## src/rtl/mem_bus_arbiter.sv

```systemverilog
// mem_bus_arbiter: shares one memory bus between the instruction-fetch (IFU)
// and load/store (LSU) requesters, one transaction at a time.
// Optional build macro ARB_ROUND_ROBIN_EN: ties alternate between requesters
// instead of always going to the LSU.
module mem_bus_arbiter #(
  parameter int ADDR_W         = 32,
  parameter int DATA_W         = 32,
  parameter int TIMEOUT_CYCLES = 1024
) (
  input  logic                clock,
  input  logic                reset,
  input  logic                ifu_req_valid,
  output logic                ifu_req_ready,
  input  logic [ADDR_W-1:0]   ifu_addr,
  input  logic                ifu_flush,
  output logic                ifu_rsp_valid,
  output logic [DATA_W-1:0]   ifu_rdata,
  output logic                ifu_rsp_err,
  input  logic                lsu_req_valid,
  output logic                lsu_req_ready,
  input  logic [ADDR_W-1:0]   lsu_addr,
  input  logic                lsu_wen,
  input  logic [DATA_W-1:0]   lsu_wdata,
  input  logic [DATA_W/8-1:0] lsu_wmask,
  output logic                lsu_rsp_valid,
  output logic [DATA_W-1:0]   lsu_rdata,
  output logic                lsu_rsp_err,
  output logic                mem_req_valid,
  input  logic                mem_req_ready,
  output logic [ADDR_W-1:0]   mem_addr,
  output logic                mem_wen,
  output logic [DATA_W-1:0]   mem_wdata,
  output logic [DATA_W/8-1:0] mem_wmask,
  input  logic                mem_rsp_valid,
  input  logic [DATA_W-1:0]   mem_rdata,
  input  logic                mem_rsp_err,
  output logic [31:0]         ifu_grant_cnt,
  output logic [31:0]         lsu_grant_cnt
);

  localparam int TO_W = $clog2(TIMEOUT_CYCLES);
  localparam logic [TO_W-1:0] TO_LAST = TO_W'(TIMEOUT_CYCLES - 1);

  typedef enum logic [1:0] {S_IDLE, S_REQ, S_RSP} state_t;
  typedef enum logic {OWN_IFU, OWN_LSU} owner_t;

  state_t          state;
  owner_t          owner;
  logic            drop;
  logic [TO_W-1:0] to_cnt;
`ifdef ARB_ROUND_ROBIN_EN
  owner_t          last_grant;
`endif

  logic ifu_ok;
  logic grant_ifu;
  logic grant_lsu;
  logic flush_hit;
  logic drop_now;
  logic rsp_done;
  logic timed_out;

  // Grant decision in IDLE; a flushed IFU request is not eligible
  always_comb begin
    ifu_ok    = ifu_req_valid & ~ifu_flush;
    grant_ifu = 1'b0;
    grant_lsu = 1'b0;
    if (state == S_IDLE && !reset) begin
      if (ifu_ok && lsu_req_valid) begin
`ifdef ARB_ROUND_ROBIN_EN
        if (last_grant == OWN_IFU) grant_lsu = 1'b1;
        else                       grant_ifu = 1'b1;
`else
        grant_lsu = 1'b1;
`endif
      end else if (ifu_ok) begin
        grant_ifu = 1'b1;
      end else if (lsu_req_valid) begin
        grant_lsu = 1'b1;
      end
    end
  end

  assign ifu_req_ready = grant_ifu;
  assign lsu_req_ready = grant_lsu;

  // Response qualification: a flush arriving with the response still drops it
  always_comb begin
    flush_hit = ifu_flush && (owner == OWN_IFU) && (state != S_IDLE);
    drop_now  = drop | flush_hit;
    timed_out = (to_cnt == TO_LAST);
    rsp_done  = (state == S_RSP) && (mem_rsp_valid || timed_out);
  end

  // Transaction FSM, bus registers, response pulses and grant counters
  always_ff @(posedge clock or posedge reset) begin
    if (reset) begin
      state         <= S_IDLE;
      owner         <= OWN_IFU;
      drop          <= 1'b0;
      to_cnt        <= '0;
`ifdef ARB_ROUND_ROBIN_EN
      last_grant    <= OWN_IFU;
`endif
      mem_req_valid <= 1'b0;
      mem_addr      <= '0;
      mem_wen       <= 1'b0;
      mem_wdata     <= '0;
      mem_wmask     <= '0;
      ifu_rsp_valid <= 1'b0;
      ifu_rdata     <= '0;
      ifu_rsp_err   <= 1'b0;
      lsu_rsp_valid <= 1'b0;
      lsu_rdata     <= '0;
      lsu_rsp_err   <= 1'b0;
      ifu_grant_cnt <= '0;
      lsu_grant_cnt <= '0;
    end else begin
      ifu_rsp_valid <= 1'b0;
      lsu_rsp_valid <= 1'b0;
      case (state)
        S_IDLE: begin
          drop <= 1'b0;
          if (grant_lsu) begin
            mem_addr      <= lsu_addr;
            mem_wen       <= lsu_wen;
            mem_wdata     <= lsu_wdata;
            mem_wmask     <= lsu_wmask;
            owner         <= OWN_LSU;
            lsu_grant_cnt <= lsu_grant_cnt + 32'd1;
`ifdef ARB_ROUND_ROBIN_EN
            last_grant    <= OWN_LSU;
`endif
            mem_req_valid <= 1'b1;
            state         <= S_REQ;
          end else if (grant_ifu) begin
            mem_addr      <= ifu_addr;
            mem_wen       <= 1'b0;
            mem_wdata     <= '0;
            mem_wmask     <= '0;
            owner         <= OWN_IFU;
            ifu_grant_cnt <= ifu_grant_cnt + 32'd1;
`ifdef ARB_ROUND_ROBIN_EN
            last_grant    <= OWN_IFU;
`endif
            mem_req_valid <= 1'b1;
            state         <= S_REQ;
          end
        end
        S_REQ: begin
          if (flush_hit) drop <= 1'b1;
          if (mem_req_ready) begin
            mem_req_valid <= 1'b0;
            to_cnt        <= '0;
            state         <= S_RSP;
          end
        end
        S_RSP: begin
          to_cnt <= to_cnt + 1'b1;
          if (flush_hit) drop <= 1'b1;
          if (rsp_done) begin
            // A real response takes precedence over a coincident timeout
            if (owner == OWN_IFU) begin
              ifu_rsp_valid <= ~drop_now;
              ifu_rdata     <= mem_rsp_valid ? mem_rdata : '0;
              ifu_rsp_err   <= mem_rsp_valid ? mem_rsp_err : 1'b1;
            end else begin
              lsu_rsp_valid <= 1'b1;
              lsu_rdata     <= mem_rsp_valid ? mem_rdata : '0;
              lsu_rsp_err   <= mem_rsp_valid ? mem_rsp_err : 1'b1;
            end
            drop  <= 1'b0;
            state <= S_IDLE;
          end
        end
        default: state <= S_IDLE;
      endcase
    end
  end

endmodule

```

## config.mk

```make
export PLATFORM = sky130hd
export DESIGN_NAME = mem_bus_arbiter
export DESIGN_NICKNAME = d
export VERILOG_FILES = /design/src/rtl/mem_bus_arbiter.sv
export SDC_FILE = /design/constraint.sdc
export NUM_CORES = 1
export LEC_CHECK = 0
export CORE_UTILIZATION = 40
export DETAILED_ROUTE_END_ITERATION = 8
export GPL_TIMING_DRIVEN = 1
export PLACE_DENSITY = 0.74
export SYNTH_ARGS = -nofsm -noshare
export SYNTH_HDL_FRONTEND = slang
export SYNTH_SLANG_ARGS = --single-unit
export TNS_END_PERCENT = 5
```

## constraint.sdc

```tcl
create_clock -name clock -period 7.2 [get_ports clock]
set_input_delay 1.44 -clock clock [delete_from_list [all_inputs] [get_ports clock]]
set_output_delay 1.44 -clock clock [all_outputs]
set_load 0.01 [all_outputs]
```

After elaboration in Yosys (flattened, before gate mapping)
Cells that the tools add are included.
{ "totals": {"word_cells": 91, "out_inout_bits": 204, "in_bits": 141, "reg_bits": 216} }
{ "op_classes": {"n_bitwise": 6, "n_addsub": 3, "n_mux": 38, "reduce_logical": 21, "eq_ne": 6} }
{ "op_table": {"columns": ["operator", "count"], "rows": [
  ["2-to-1 mux 32 bit", 5],
  ["adder 32 x 1 -> 32 bit, second input constant", 2],
  ["2-to-1 mux 1 bit", 22],
  ["one-hot mux 10 bit (2 select lines)", 1],
  ["AND reduction 3 bit", 5],
  ["adder 10 x 1 -> 10 bit, second input constant", 1],
  ["== test 10 bit, second input constant", 1],
  ["2-to-1 mux 10 bit", 1],
  ["2-to-1 mux 2 bit", 4],
  ["2-to-1 mux 4 bit", 2],
  ["nonzero test 2 bit", 4],
  ["one-hot mux 2 bit (3 select lines)", 1],
  ["AND reduction 2 bit", 3],
  ["logical AND 1 bit", 5],
  ["!= test 2 bit, second input constant", 2],
  ["inverter 1 bit", 4],
  ["!= test 3 bit, second input constant", 1],
  ["one-hot mux 1 bit (3 select lines)", 1],
  ["nonzero test 3 bit", 1],
  ["== test 2 x 1 -> 1 bit, second input constant", 1],
  ["== test 2 bit, second input constant", 1],
  ["zero test 2 bit", 1],
  ["one-hot mux 1 bit (2 select lines)", 1],
  ["AND 1 bit", 1],
  ["3 further kinds", 3]
]} }

Depth between registers and ports, before layout
{ "depth": {"ltp_word": 8, "mapped_depth": 9, "depth_no_buf": 7} }

Worst setup path before layout
OpenSTA, ideal clock, no wires.
{ "synth_path": {"kind": "input to register", "startpoint": "in reset", "endpoint": "reg state[0]", "slack_ps": -697, "required_time_ps": 7075, "stages": 4, "setup_time_ps": 125, "arrival_ps": 7772, "n_path_buf": 0, "path_cell_list": "inv_1 > o21ai_0 > a211oi_1 > mux2_2"} }
{ "synth_via": {"elab_chain_cells": 5, "word_cells_on_any_way": 8, "classes_between": "1 x eq/ne; 4 x mux; 3 x reduce/logical"} }
{ "synth_lines": {"columns": ["item", "line_no", "text"], "rows": [
  ["start: declaration", "11", "input logic reset,"],
  ["zero test 1 bit (no source line) *", null, null],
  ["logical AND 1 bit *", "68", "if (state == S_IDLE && !reset) begin"],
  ["2-to-1 mux 1 bit", "68", null],
  ["!= test 3 bit (no source line) or 2-to-1 mux 2 bit (tied branches)", null, null],
  ["AND reduction 3 bit (no source line) or one-hot mux 2 bit (3 select lines) (tied branches)", null, null],
  ["end signal: assignment", "98", "state <= S_IDLE;"],
  ["end signal: assignment", "135", "state <= S_REQ;"],
  ["end signal: assignment", "147", "state <= S_REQ;"],
  ["end: declaration", "47", "state_t state;"]
]} }
Every way passes the cells marked *; elsewhere a longest branch is shown, timed or not.
A chain may end at the register's enable or synchronous reset.

Worst setup path in the final report
{ "layout_path": {"startpoint": "in reset", "endpoint": "out ifu_req_ready"} }
{ "layout_via": {"elab_chain_cells": 3} }
{ "layout_lines": {"columns": ["item", "line_no", "text"], "rows": [
  ["zero test 1 bit (no source line)", null, null],
  ["logical AND 1 bit", "68", null],
  ["2-to-1 mux 1 bit", "68", null],
  ["end: declaration", "13", "output logic ifu_req_ready,"]
]} }
No other way between the ends.

==> qor.csv <==
stage,metric,value,unit
floorplanning,die_h,154,µm
detailed_routing,drc_errors,0,
logic_synthesis,synth_edf_count,0,
logic_synthesis,yosysTopAreaCell,dfrtp_1,
critical_path,worst-path-max-fanout,8,
logic_synthesis,ys_types,47,
power,combPwrFrac,36.1,%
sta,fin_skew,15.5,ps
grt,grt_pass1_vias,7691,
critical_path,end_kind,primary output,
placed_design,dpl_cell_area,0.0129,mm²
floorplanning,initial_core_util,40.8,%
cells_and_area,areaGrowthSynthToFinish,48.1,%
logic_synthesis,dominantRegCellSynth,dfrtp_1,
sta,holdWs,443,ps
clock_network,clkTransAtPathRegs,60,ps
sta,min_period,4850,ps
grt,grtUsageTotal,21.4,%
logic_synthesis,synth-warning-count,0,
critical_path,worstPathRequired,5760,ps
critical_path,startpoint_type,input pin,
power,vdd_drop_max,250,µV
floorplanning,die-area,0.0238,mm²
outcome,status,completed,
grt,grt_pass1_wl,41100,µm
critical_path,path_class,in -> out,
sta,fmaxAchievable,0.206,GHz
logic_synthesis,seq_area_frac_synth,58.3,%
sta,setup_viol,0,
power,p_int,3.35,mW
sta,fin_tns_setup,0,ps
grt,grt_max_degree,192,
detailed_routing,postRouteAntennaNets,0,
logic_synthesis,ys_ff_latch,216,
sta,tightest_slew,1080,ps
logic_synthesis,synthArstFlopShare,100,%
sta,finalCritPeriodShare,67.4,%
placed_design,numPortBuffers,344,
detailed_routing,wire_per_inst,17.6,µm
sta,hold_viol_final,0,
power,p_clk_share,25.6,%
job,drv_cap,0,
logic_synthesis,syn_area,0.00926,mm²
logic_synthesis,synth_area_leaders,"dfrtp_1 58%, a32o_1 6.9%, nand2_1 5.2%",
clock_network,clkSinkCount,216,
clock_network,cts_tree,done,
critical_path,arrival,3410,ps
grt,antenna_found_initial,0,
clock_network,cts_made_buffers,24,
logic_synthesis,synth_cells,819,
hold_path,hold_path.class,reg -> reg,
floorplanning,std_cell_rows,55,
cells_and_area,design_area,0.0137,mm²
sta,drv_slew,0,
detailed_routing,wl,25500,µm
detailed_routing,drtPass1Iterations,5,
floorplanning,core_region_area,0.0227,mm²
power,p_seq_share,38.3,%
logic_synthesis,avgSynthCellArea,11.3,µm²
clock_network,clock_latency,510,ps
floorplanning,die_w,154,µm
power,power_density,353,mW/mm²
clock_network,root_buffer,clkbuf_16,
clock_network,htreeDepth,1,
detailed_routing,drt_iter0_markers,360,
sta,rsz0062_at_grt,false,
clock_network,clock_path_buffers,3,
power,p_switching,1.49,mW
clock_network,cts.repair.resized,0,
detailed_routing,via_count,7566,
floorplanning,io_pins,345,
placed_design,hpwl,17200,µm
cells_and_area,drive_gt1_share,6.03,%
detailed_routing,drt-vias-per-instance,5.24,
clock_network,cts_setup_buffers,0,
logic_synthesis,synth_nets,968,
cells_and_area,fin_nets,1292,
power,switching_share,30.8,%
grt,overflow,0,
sta,max_slew_margin,28.2,%
power,p_leak,5.67,nW
placed_design,gp_congestion,0.804,
clock_network,hold_buffers,0,
logic_synthesis,synth_top_area_share,58.3,%
cells_and_area,num_antenna_cells,0,
-- routing by layer --
metal	global-route usage [%]	wire length [µm]
met1	27.6	10600
met2	36.1	12600
met3	4.68	1660
met4	6.43	627
met5	0	0
-- worst paths after layout --
check | endpoint | cells past startpoint | slack (ps) | from
worst min register to register | ifu_rsp_valid | 1 | 440 | drop
max in group asynchronous | mem_addr[23] | 3 | 4300 | reset
min in group asynchronous | ifu_grant_cnt[7] | 2 | 1420 | reset
worst max-delay path | ifu_req_ready | 4 | 2350 | reset
worst max register to register | lsu_grant_cnt[30] | 9 | 3980 | state[0]
worst min-delay path | ifu_rsp_valid | 1 | 440 | drop
-- through the flow --
| step | setup slack, ps | cells | power, mW | util, % |
|---|---|---|---|---|
| 3_5_place_dp | 2360 | 1402 | 3.64 | 56.9 |
| 3_3_place_gp | 2400 | 1402 | 3.59 | 56.9 |
| 2_1_floorplan | 1420 | 819 | 2.59 | - |
| 4_1_cts | 2340 | 1445 | 4.90 | 60.4 |
| 6_report | 2350 | 1445 | 4.85 | 60.4 |
| 5_1_grt | 2260 | 1445 | 5.11 | 60.4 |
-- sequential cells by signal, indices dropped and copies added (netlist names) --
| register | cells |
|---|---|
| lsu_rdata | 32 |
| mem_wdata | 32 |
| ifu_rdata | 32 |
| lsu_rsp_err | 1 |
| lsu_grant_cnt | 32 |
| state | 2 |
| mem_req_valid | 1 |
| owner | 1 |
| ifu_grant_cnt | 32 |
| mem_wmask | 4 |
| to_cnt | 10 |
| mem_wen | 1 |
| ifu_rsp_valid | 1 |
| lsu_rsp_valid | 1 |
| ifu_rsp_err | 1 |
| drop | 1 |
| mem_addr | 32 |
-- power groups by stage --
stage	combinational (mW)	clock [mW]	sequential, mW
6_report	1.75	1.24	1.86
2_1_floorplan	0.557	0	2.03
3_3_place_gp	1.73	0	1.86
5_1_grt	1.89	1.32	1.91
3_5_place_dp	1.77	0	1.87
4_1_cts	1.77	1.27	1.86
-- logic make-up after synthesis --
| family | count (synthesis) | synth area share, % |
|---|---|---|
| flops | 216 | 58.3 |
| simple gates | 263 | 14.6 |
| compound gates | 158 | 12.3 |
| mux | 37 | 4.04 |
| xor+xnor | 68 | 6.43 |
| buf+inv | 69 | 3.17 |
| fa+ha+maj | 8 | 1.08 |
-- synthesized netlist by cell type (all sizes together), types with 11 or more instances --
library cell,instances
mux2i,34
nand4,32
nor2,16
a32o,64
clkbuf,44
buf,11
xor2,15
nand2,129
nor3,11
xnor2,53
and3,13
inv,14
nand3,26
dfrtp,216
o21ai,77
-- worst max-delay path, stage by stage --
cell and delay (ps):
clkdlybuf4s50_1 490, nand4bb_1 520, nor2_4 360, clkdlybuf4s50_1 590
-- cell type report --
class	instances	area, µm²
sequential	216	5410
fill	1878	8980
inverter	14	56.3
clock inverter	13	124
tap	285	357
timing repair buffer	353	3520
clock buffer	30	684
multi-input combinational	534	3580
-- placed cells by master (no fill, tap or decap), drive strengths merged, types with 5 or more instances in the layout --
cell type and instances:
a32o 64, clkbuf 30, nand4 32, and3 13, ha 8, buf 10
xnor2 53, nor2 16, nand2 129, mux2i 34, nor4 5, dfrtp 216
a21oi 6, nor3 11, clkdlybuf4s50 343, inv 13, and4 10, nand3 26
clkinv 9, and2 6, xor2 15, o21ai 77
Power figures use the tool's default switching activity.
